--- src/rtl/bg_redraw_controller.sv ---
// Redraws a clipped rectangle of the 320x240 background ROM into the VGA adapter, one pixel per clock.
// Optional single-pixel query port sharing the ROM is enabled by defining BG_REDRAW_QUERY_EN.
module bg_redraw_controller #(
  parameter int H_RES  = 320,
  parameter int V_RES  = 240,
  parameter int ADDR_W = 17
) (
  input  logic              clock,
  input  logic              resetn,
  input  logic              start,
  input  logic [8:0]        rect_x,
  input  logic [7:0]        rect_y,
  input  logic [8:0]        rect_w,
  input  logic [7:0]        rect_h,
  output logic              busy,
  output logic              done,
  input  logic              q_req,
  input  logic [8:0]        q_x,
  input  logic [7:0]        q_y,
  output logic              q_valid,
  output logic [2:0]        q_color,
  output logic [ADDR_W-1:0] rom_addr,
  input  logic [2:0]        rom_q,
  output logic              plot,
  output logic [8:0]        plot_x,
  output logic [7:0]        plot_y,
  output logic [2:0]        plot_color
);

  typedef enum logic [1:0] {IDLE, SCAN, DRAIN, FIN} state_t;

  localparam logic [ADDR_W-1:0] H_RES_A = ADDR_W'(H_RES);

  function automatic logic [9:0] clip_len(input logic [9:0] len, input logic [9:0] avail);
    return (len < avail) ? len : avail;
  endfunction

  state_t            state, state_nxt;
  logic [8:0]        x0, x_end, x_cur;
  logic [7:0]        y_end, y_cur;
  logic [ADDR_W-1:0] addr_cur, row_step;
  logic              vld_p1, q_vld_p1;
  logic [8:0]        x_p1;
  logic [7:0]        y_p1;

  logic              q_take, issue, row_last, rect_last, accept, in_range, empty;
  logic [9:0]        avail_w, avail_h, w_eff, h_eff;
  logic [ADDR_W-1:0] base_addr, q_addr;

`ifdef BG_REDRAW_QUERY_EN
  assign q_take  = q_req;
  assign q_addr  = ADDR_W'(q_y) * H_RES_A + ADDR_W'(q_x);
  assign q_valid = q_vld_p1;
  assign q_color = q_vld_p1 ? rom_q : 3'd0;
`else
  logic unused_query;
  assign unused_query = ^{q_req, q_x, q_y, q_vld_p1};
  assign q_take  = 1'b0;
  assign q_addr  = '0;
  assign q_valid = 1'b0;
  assign q_color = 3'd0;
`endif

  // Clip the requested rectangle against the screen in the start cycle
  assign avail_w   = 10'(H_RES) - {1'b0, rect_x};
  assign avail_h   = 10'(V_RES) - {2'b0, rect_y};
  assign in_range  = ({1'b0, rect_x} < 10'(H_RES)) && ({2'b0, rect_y} < 10'(V_RES));
  assign w_eff     = clip_len({1'b0, rect_w}, avail_w);
  assign h_eff     = clip_len({2'b0, rect_h}, avail_h);
  assign empty     = !in_range || (w_eff == 10'd0) || (h_eff == 10'd0);
  assign base_addr = ADDR_W'(rect_y) * H_RES_A + ADDR_W'(rect_x);

  assign accept    = (state == IDLE) && start;
  assign issue     = (state == SCAN) && !q_take;
  assign row_last  = (x_cur == x_end);
  assign rect_last = row_last && (y_cur == y_end);
  assign rom_addr  = q_take ? q_addr : addr_cur;

  assign busy       = (state != IDLE);
  assign done       = (state == FIN);
  assign plot       = vld_p1;
  assign plot_x     = x_p1;
  assign plot_y     = y_p1;
  assign plot_color = rom_q;

  always_comb begin
    state_nxt = state;
    case (state)
      IDLE:    if (start) state_nxt = empty ? FIN : SCAN;
      SCAN:    if (issue && rect_last) state_nxt = DRAIN;
      DRAIN:   state_nxt = FIN;
      FIN:     state_nxt = IDLE;
      default: state_nxt = IDLE;
    endcase
  end

  always_ff @(posedge clock) begin
    if (!resetn) begin
      state    <= IDLE;
      vld_p1   <= 1'b0;
      q_vld_p1 <= 1'b0;
      x_p1     <= '0;
      y_p1     <= '0;
      x_cur    <= '0;
      y_cur    <= '0;
      addr_cur <= '0;
    end else begin
      state    <= state_nxt;
      // p0 -> p1: the tag of the address issued this cycle meets its ROM data next cycle
      vld_p1   <= issue;
      q_vld_p1 <= q_take;
      if (issue) begin
        x_p1 <= x_cur;
        y_p1 <= y_cur;
      end
      if (accept) begin
        x0       <= rect_x;
        x_cur    <= rect_x;
        y_cur    <= rect_y;
        x_end    <= rect_x + w_eff[8:0] - 9'd1;
        y_end    <= rect_y + h_eff[7:0] - 8'd1;
        row_step <= H_RES_A - ADDR_W'(w_eff) + ADDR_W'(1);
        addr_cur <= base_addr;
      end else if (issue && !rect_last) begin
        if (row_last) begin
          x_cur    <= x0;
          y_cur    <= y_cur + 8'd1;
          addr_cur <= addr_cur + row_step;
        end else begin
          x_cur    <= x_cur + 9'd1;
          addr_cur <= addr_cur + ADDR_W'(1);
        end
      end
    end
  end

endmodule
--- config.mk ---
export PLATFORM = sky130hd
export DESIGN_NAME = bg_redraw_controller
export DESIGN_NICKNAME = d
export VERILOG_FILES = /design/src/rtl/bg_redraw_controller.sv
export SDC_FILE = /design/constraint.sdc
export NUM_CORES = 1
export LEC_CHECK = 0
export CORE_AREA = 2 2 113 142
export DETAILED_ROUTE_END_ITERATION = 8
export DIE_AREA = 0 0 115 144
export PLACE_DENSITY = 0.75
export SETUP_SLACK_MARGIN = 0.3
export SYNTH_ARGS = -nofsm -noshare
export SYNTH_HDL_FRONTEND = slang
export SYNTH_SLANG_ARGS = --single-unit
--- constraint.sdc ---
create_clock -name clock -period 14.5 [get_ports clock]
set_input_delay 2.175 -clock clock [delete_from_list [all_inputs] [get_ports clock]]
set_output_delay 2.175 -clock clock [all_outputs]
set_load 0.01 [all_outputs]
==> impl_metrics.py <==
metrics = {
    "worst_setup_path": {
        "critPathKind": "in -> reg",
        "path_max_fanout": 11,
        "cp-end-kind": "register",
        "regToRegEndpoint": "rom_addr[16]",
        "r2r_slack_ps": 10400,
        "reg2reg_depth": 15,
        "crit_arrival_ps": 8030,
        "critPathLaunch": "rect_x[0]",
        "critPathRequiredTime_ps": 14600,
        "r2r-start": "x_cur[3]",
        "cp-start-kind": "input pin",
    },
    "synthesis": {
        "synth_edf_count": 38,
        "yosys_most_used_dff": "dfxtp_1",
        "syn_area_per_cell_sq_um": 8.73,
        "synth-seq-cells": 92,
        "synthCells": 855,
        "async_reset_ff_frac": 0,
        "ys_seq_area_frac": 0.298,
        "ys_warn_count": 0,
        "syn_area_sq_um": 7460,
        "synth_cell_types": 69,
    },
    "global_routing": {
        "overflow": 0,
        "first_global_vias": 6112,
        "grt_use_met2": 0.403,
        "grtUsageMet3": 0.0298,
        "antenna_found_initial": 0,
        "grt_max_degree": 50,
        "grt_pass1_wl_mm": 29.6,
        "globalRouteMet1Util": 0.271,
        "busiest_layer": "met2",
        "grtUsageTotal": 0.224,
    },
    "floorplanning": {
        "core-area_sq_um": 15300,
        "die_w_microns": 115,
        "std_cell_rows": 51,
        "fp.dieH_microns": 144,
        "ios": 102,
        "start_util": 0.487,
        "dieArea_sq_um": 16600,
    },
    "sta": {
        "fin_crit_ps": 7920,
        "drv_slew": 0,
        "timing.final.crit_share": 0.546,
        "max_freq_mhz": 126,
        "setup_ws_ps": 6580,
        "skew_ps": 13.3,
        "tightestPinTransition_ps": 1120,
        "rsz0062_at_grt": "no",
        "hold_viol_final": 0,
        "finalSetupViolations": 0,
        "slew_headroom": 0.250,
        "setup_tns_ps": 0,
    },
    "worst_hold_path": {
        "worst_hold_path.num_cells": 2,
        "min_from": "plot_y[3]",
        "hold_path_class": "reg -> reg",
        "worstHoldEndpoint": "plot_y[3]",
    },
    "layout": {
        "drive_gt1_frac": 0.0406,
        "fillerInstances": 1388,
        "multi_input_area_sq_um": 4810,
        "n_antenna_cell": 0,
        "final_cell_count_no_fill": 1096,
        "regArea_sq_um": 2220,
        "synthToLayoutAreaGrowth_pct": 15.3,
        "final_nets": 1052,
    },
    "route": {
        "drt-vias-per-instance": 5.74,
        "routed_wl_mm": 18.0,
        "firstDrtPassIters": 5,
        "drtAntennaViolNets": 0,
        "avgRoutedWirePerCell_microns": 16.4,
        "drc": 0,
        "drt_iter0_drc": 342,
        "vias": 6287,
    },
    "job": {
        "max-cap-violations": 0,
    },
    "place": {
        "place_hpwl_mm": 13.5,
        "place_inst": 1080,
        "dp_slack_ps": 6290,
        "io_buffers": 73,
        "place.gp.congestion": 0.929,
    },
    "clocking": {
        "cts_hold_buf": 0,
        "cts_sinks": 92,
        "cts_tree": "yes",
        "cts_setup_buffers": 0,
        "clockBufferDepth": 2,
        "cts_root_buf": "clkbuf_16",
        "clk_pin_slew_ps": 70,
        "cts-buffers-inserted": 9,
        "cts_resized": 0,
        "h-tree-depth": 3,
        "worstSkewPairLatency_ps": 350,
    },
    "power_and_ir_drop": {
        "irDropWorstVdd_mv": 0.0665,
        "leakage_nw": 3.49,
        "p_per_area_nw_per_um2": 135,
    },
    "status": {
        "status": "complete, no violations",
    },
}
sequential cells by signal, indices dropped and copies added (netlist names):
| name | count |
|---|---|
| rom_addr | 17 |
| row_step | 12 |
| plot_x | 9 |
| x0 | 9 |
| x_cur | 9 |
| x_end | 9 |
| plot_y | 8 |
| y_cur | 8 |
| y_end | 8 |
| state | 2 |
| plot | 1 |
worst max path at each step:
stage	to	slack (ps)
after global placement	row_step[7]	6280
final	row_step[7]	6580
after floorplan	row_step[7]	7870
after global routing	row_step[15]	6210
after CTS	row_step[15]	6640
after detailed placement	row_step[15]	6290
critical path, cell delays in order:
cell	delay, ps
clkdlybuf4s50_1	670
inv_1	140
ha_1	300
xor2_1	450
ha_1	340
a21o_1	180
a21oi_1	140
a21oi_1	140
o32ai_4	400
a21o_1	420
mux2i_1	580
ha_1	400
inv_1	130
or4b_2	680
mux2i_4	320
xor2_1	320
nor2_1	100
xnor2_1	130
cell usage in the layout (no fill, tap or decap), drive strengths merged, types with 5 or more instances in the layout:
| master | n |
|---|---|
| and2 | 13 |
| nor4 | 5 |
| a21oi | 59 |
| o21bai | 6 |
| a211oi | 13 |
| inv | 76 |
| mux2i | 30 |
| fa | 5 |
| a21o | 14 |
| dfxtp | 54 |
| a31oi | 12 |
| clkbuf | 12 |
| ha | 83 |
| clkdlybuf4s50 | 73 |
| nor3 | 16 |
| nand4 | 16 |
| o21ai | 40 |
| nand2 | 57 |
| o211ai | 6 |
| a21boi | 5 |
| nand3 | 16 |
| nand2b | 11 |
| nor2b | 13 |
| nor2 | 75 |
| o21a | 6 |
| a311oi | 5 |
| xnor2 | 63 |
| or3 | 5 |
| edfxtp | 38 |
| xor2 | 26 |
routing by layer:
layer / vias to the layer above / wire length (microns)
li1: 3125 / -
met5: - / 0
met2: 152 / 9140
met3: 39 / 709
met4: 0 / 507
met1: 2971 / 7660
layout make-up:
class | count | area share
Multi-Input combinational cell | 654 | 0.559
Sequential cell | 92 | 0.258
Timing Repair Buffer | 77 | 0.0884
Clock buffer | 12 | 0.0324
Inverter | 72 | 0.0314
Tap cell | 185 | 0.0269
Clock inverter | 4 | 0.00378
synth_stat cells (all sizes together) (6+ instances only):
master,n,area (sq um)
edfxtp,38,1140
buf,15,96.3
dfxtp,54,1080
nor3,16,80.1
nor2b,13,81.3
inv,72,270
o21ai,40,200
nor2,75,284
nand3,16,80.1
nand4,16,100
o211ai,6,45.0
xnor2,63,559
nand2,57,214
nand2b,11,68.8
a21oi,59,318
clkbuf,25,93.8
a211oi,13,97.6
o21bai,6,45.0
o21a,6,45.0
a21o,14,105
mux2i,30,313
a31oi,12,75.1
and2,13,81.3
ha,83,1040
xor2,26,228
kinds of logic (layout without fill, tap and decap cells):
family,after synthesis,count (layout),share of synthesized area
compound gates,197,197,0.178
mux,32,32,0.0449
xor+xnor,89,89,0.105
flops,92,92,0.298
other cells,1,4,0.000503
simple gates,244,244,0.159
buf+inv,112,165,0.0617
fa+ha+maj,88,88,0.153
where the power goes:
part | internal, mW | switching, mW | total, mW
registers | 0.345 | 0.0600 | 0.405
logic | 0.233 | 0.274 | 0.508
clock network | 0.139 | 0.106 | 0.245
per-stage QoR:
| stage | util | instance area (sq um) | hold WS (ps) | total power, mW |
|---|---|---|---|---|
| finish | 0.562 | 8600 | 497 | 1.16 |
| global route | 0.562 | 8600 | 540 | 1.23 |
| CTS | 0.562 | 8600 | 503 | 1.16 |
| detailed placement | 0.542 | 8290 | 484 | 0.916 |
| global placement | 0.542 | 8290 | 474 | 0.907 |
| floorplan | - | 7470 | 508 | 0.752 |
Power figures use the tool's default switching activity.
==> RTL change: new RTL, same flow settings <==
The 4 states of `state_t` get a one-hot encoding in 4 bits.
--- a/src/rtl/bg_redraw_controller.sv
+++ b/src/rtl/bg_redraw_controller.sv
@@ -27,7 +27,7 @@
   output logic [2:0]        plot_color
 );
 
-  typedef enum logic [1:0] {IDLE, SCAN, DRAIN, FIN} state_t;
+  typedef enum logic [3:0] {IDLE = 4'b0001, SCAN = 4'b0010, DRAIN = 4'b0100, FIN = 4'b1000} state_t;
 
   localparam logic [ADDR_W-1:0] H_RES_A = ADDR_W'(H_RES);
 
Formal check against the unedited RTL: no difference found for any inputs over 4 cycles, from zero or initial values and one cycle with resetn low; so few cycles prove little.
==> RTL change against the unedited design <==
Setup slack lost 0.072 ns. Utilization grew 1.0 points. Register-to-register slack improved by 0.24 ns. Non-clock buffer count grew 3. First-iteration DRC count up 26%. Cell area grew 1.9%. Power down 26%. Sequential cell count up 2. Via count grew 3.8%. Final cell count increased by 2.8%. Routed wire length rose by 1.2%. Sequential share of layout area about the same. Area after synthesis increased by 2.1%. Highest routed layer unchanged.
==> RTL change: results (changes against the unedited design) <==
- Largest net degree at the start of global routing: 48 (-4.0%)
- Layout cells sized above 1: 0.0626 (+0.0220)
- Post-Synth XOR/XNOR Area: 0.0903 (-0.0151)
- CP peak stage delay: 0.60 ns (-0.08 ns)
- First DRT Iteration DRCs: 432 (+26%)
- Synth Instances: 887 (+3.7%)
- Final worst setup slack: 6.51 ns (-0.0721 ns)
- Placed cells: 1111 (+2.9%)
- R2r setup slk: 10.64 ns (+0.24 ns)
- Met3 track demand over resource: 0.0314 (+0.00168)
- Worst EP arrival: 8.08 ns (+0.05 ns)
- DPL Wire Length: 13700 um (+1.5%)
- Placed inst area: 0.00847 mm^2 (+2.2%)
- First-pass GRT wire length: 30000 um (+1.2%)
- Worst-margin pin slew: 1.15 ns (+0.0314 ns)
- Status: complete, no violations
- Total wire length: 18200 um (+1.2%)
- Compound-Gate Fraction of Synth Area: 0.200 (+0.0213)
- RR Endpoint: rom_addr[13]
- Reg2Reg Launch Point: x_cur[2]
- DR WL met2: 8760 um (-4.2%)
- Commonest cells in the synthesized netlist: 83 x nand2_1, 80 x inv_1, 78 x a21oi_1, 78 x ha_1, 56 x dfxtp_1
- Leakage: 3.51 nW (+0.46%)
- Pre-CTS setup slack: 6.14 ns (-0.146 ns)
- Dominant cells by area after synthesis: edfxtp_1 15%, dfxtp_1 15%, ha_1 13%, xnor2_1 5.6%, a21oi_1 5.1%
- Total track usage: 0.226 (+0.00157)
- Pre-Repair DR Iteration Count: 7 (+2)
- Final-stage net count: 1078 (+2.5%)
- Max rail drop VDD: 0.0564 mV (-15%)
- Met1 Wirelength: 7980 um (+4.2%)
RTL change: cell types whose count changed in the layout (fill, tap and decap cells not counted), sizes merged, moves of 6 or more:
cell	before	now
and3	4	13
a31oi	12	5
nand2	57	83
a221oi	3	10
nor2	75	53
nand4	16	7
a22oi	0	9
inv	76	82
mux2i	30	15
a211oi	13	6
or4	1	8
a21oi	59	81
xnor2	63	49
RTL change: layout make-up:
| cell class | instances | area [um^2] |
|---|---|---|
| flip-flops and latches | 94 | 2260 |
| fillers | 1391 | 6550 |
| clock inverters | 6 | 41.3 |
| inverters | 81 | 304 |
| well taps | 185 | 231 |
| clock buffers | 10 | 250 |
| repair buffers | 80 | 783 |
| multi-input cells | 671 | 4890 |
RTL change: where the power goes:
| part | internal (mW) | leakage [nW] | switching [mW] | total (mW) |
|---|---|---|---|---|
| combinational | 0.132 | 2.55 | 0.163 | 0.294 |
| sequential | 0.309 | 0.810 | 0.0198 | 0.329 |
| clock | 0.127 | 0.148 | 0.105 | 0.232 |
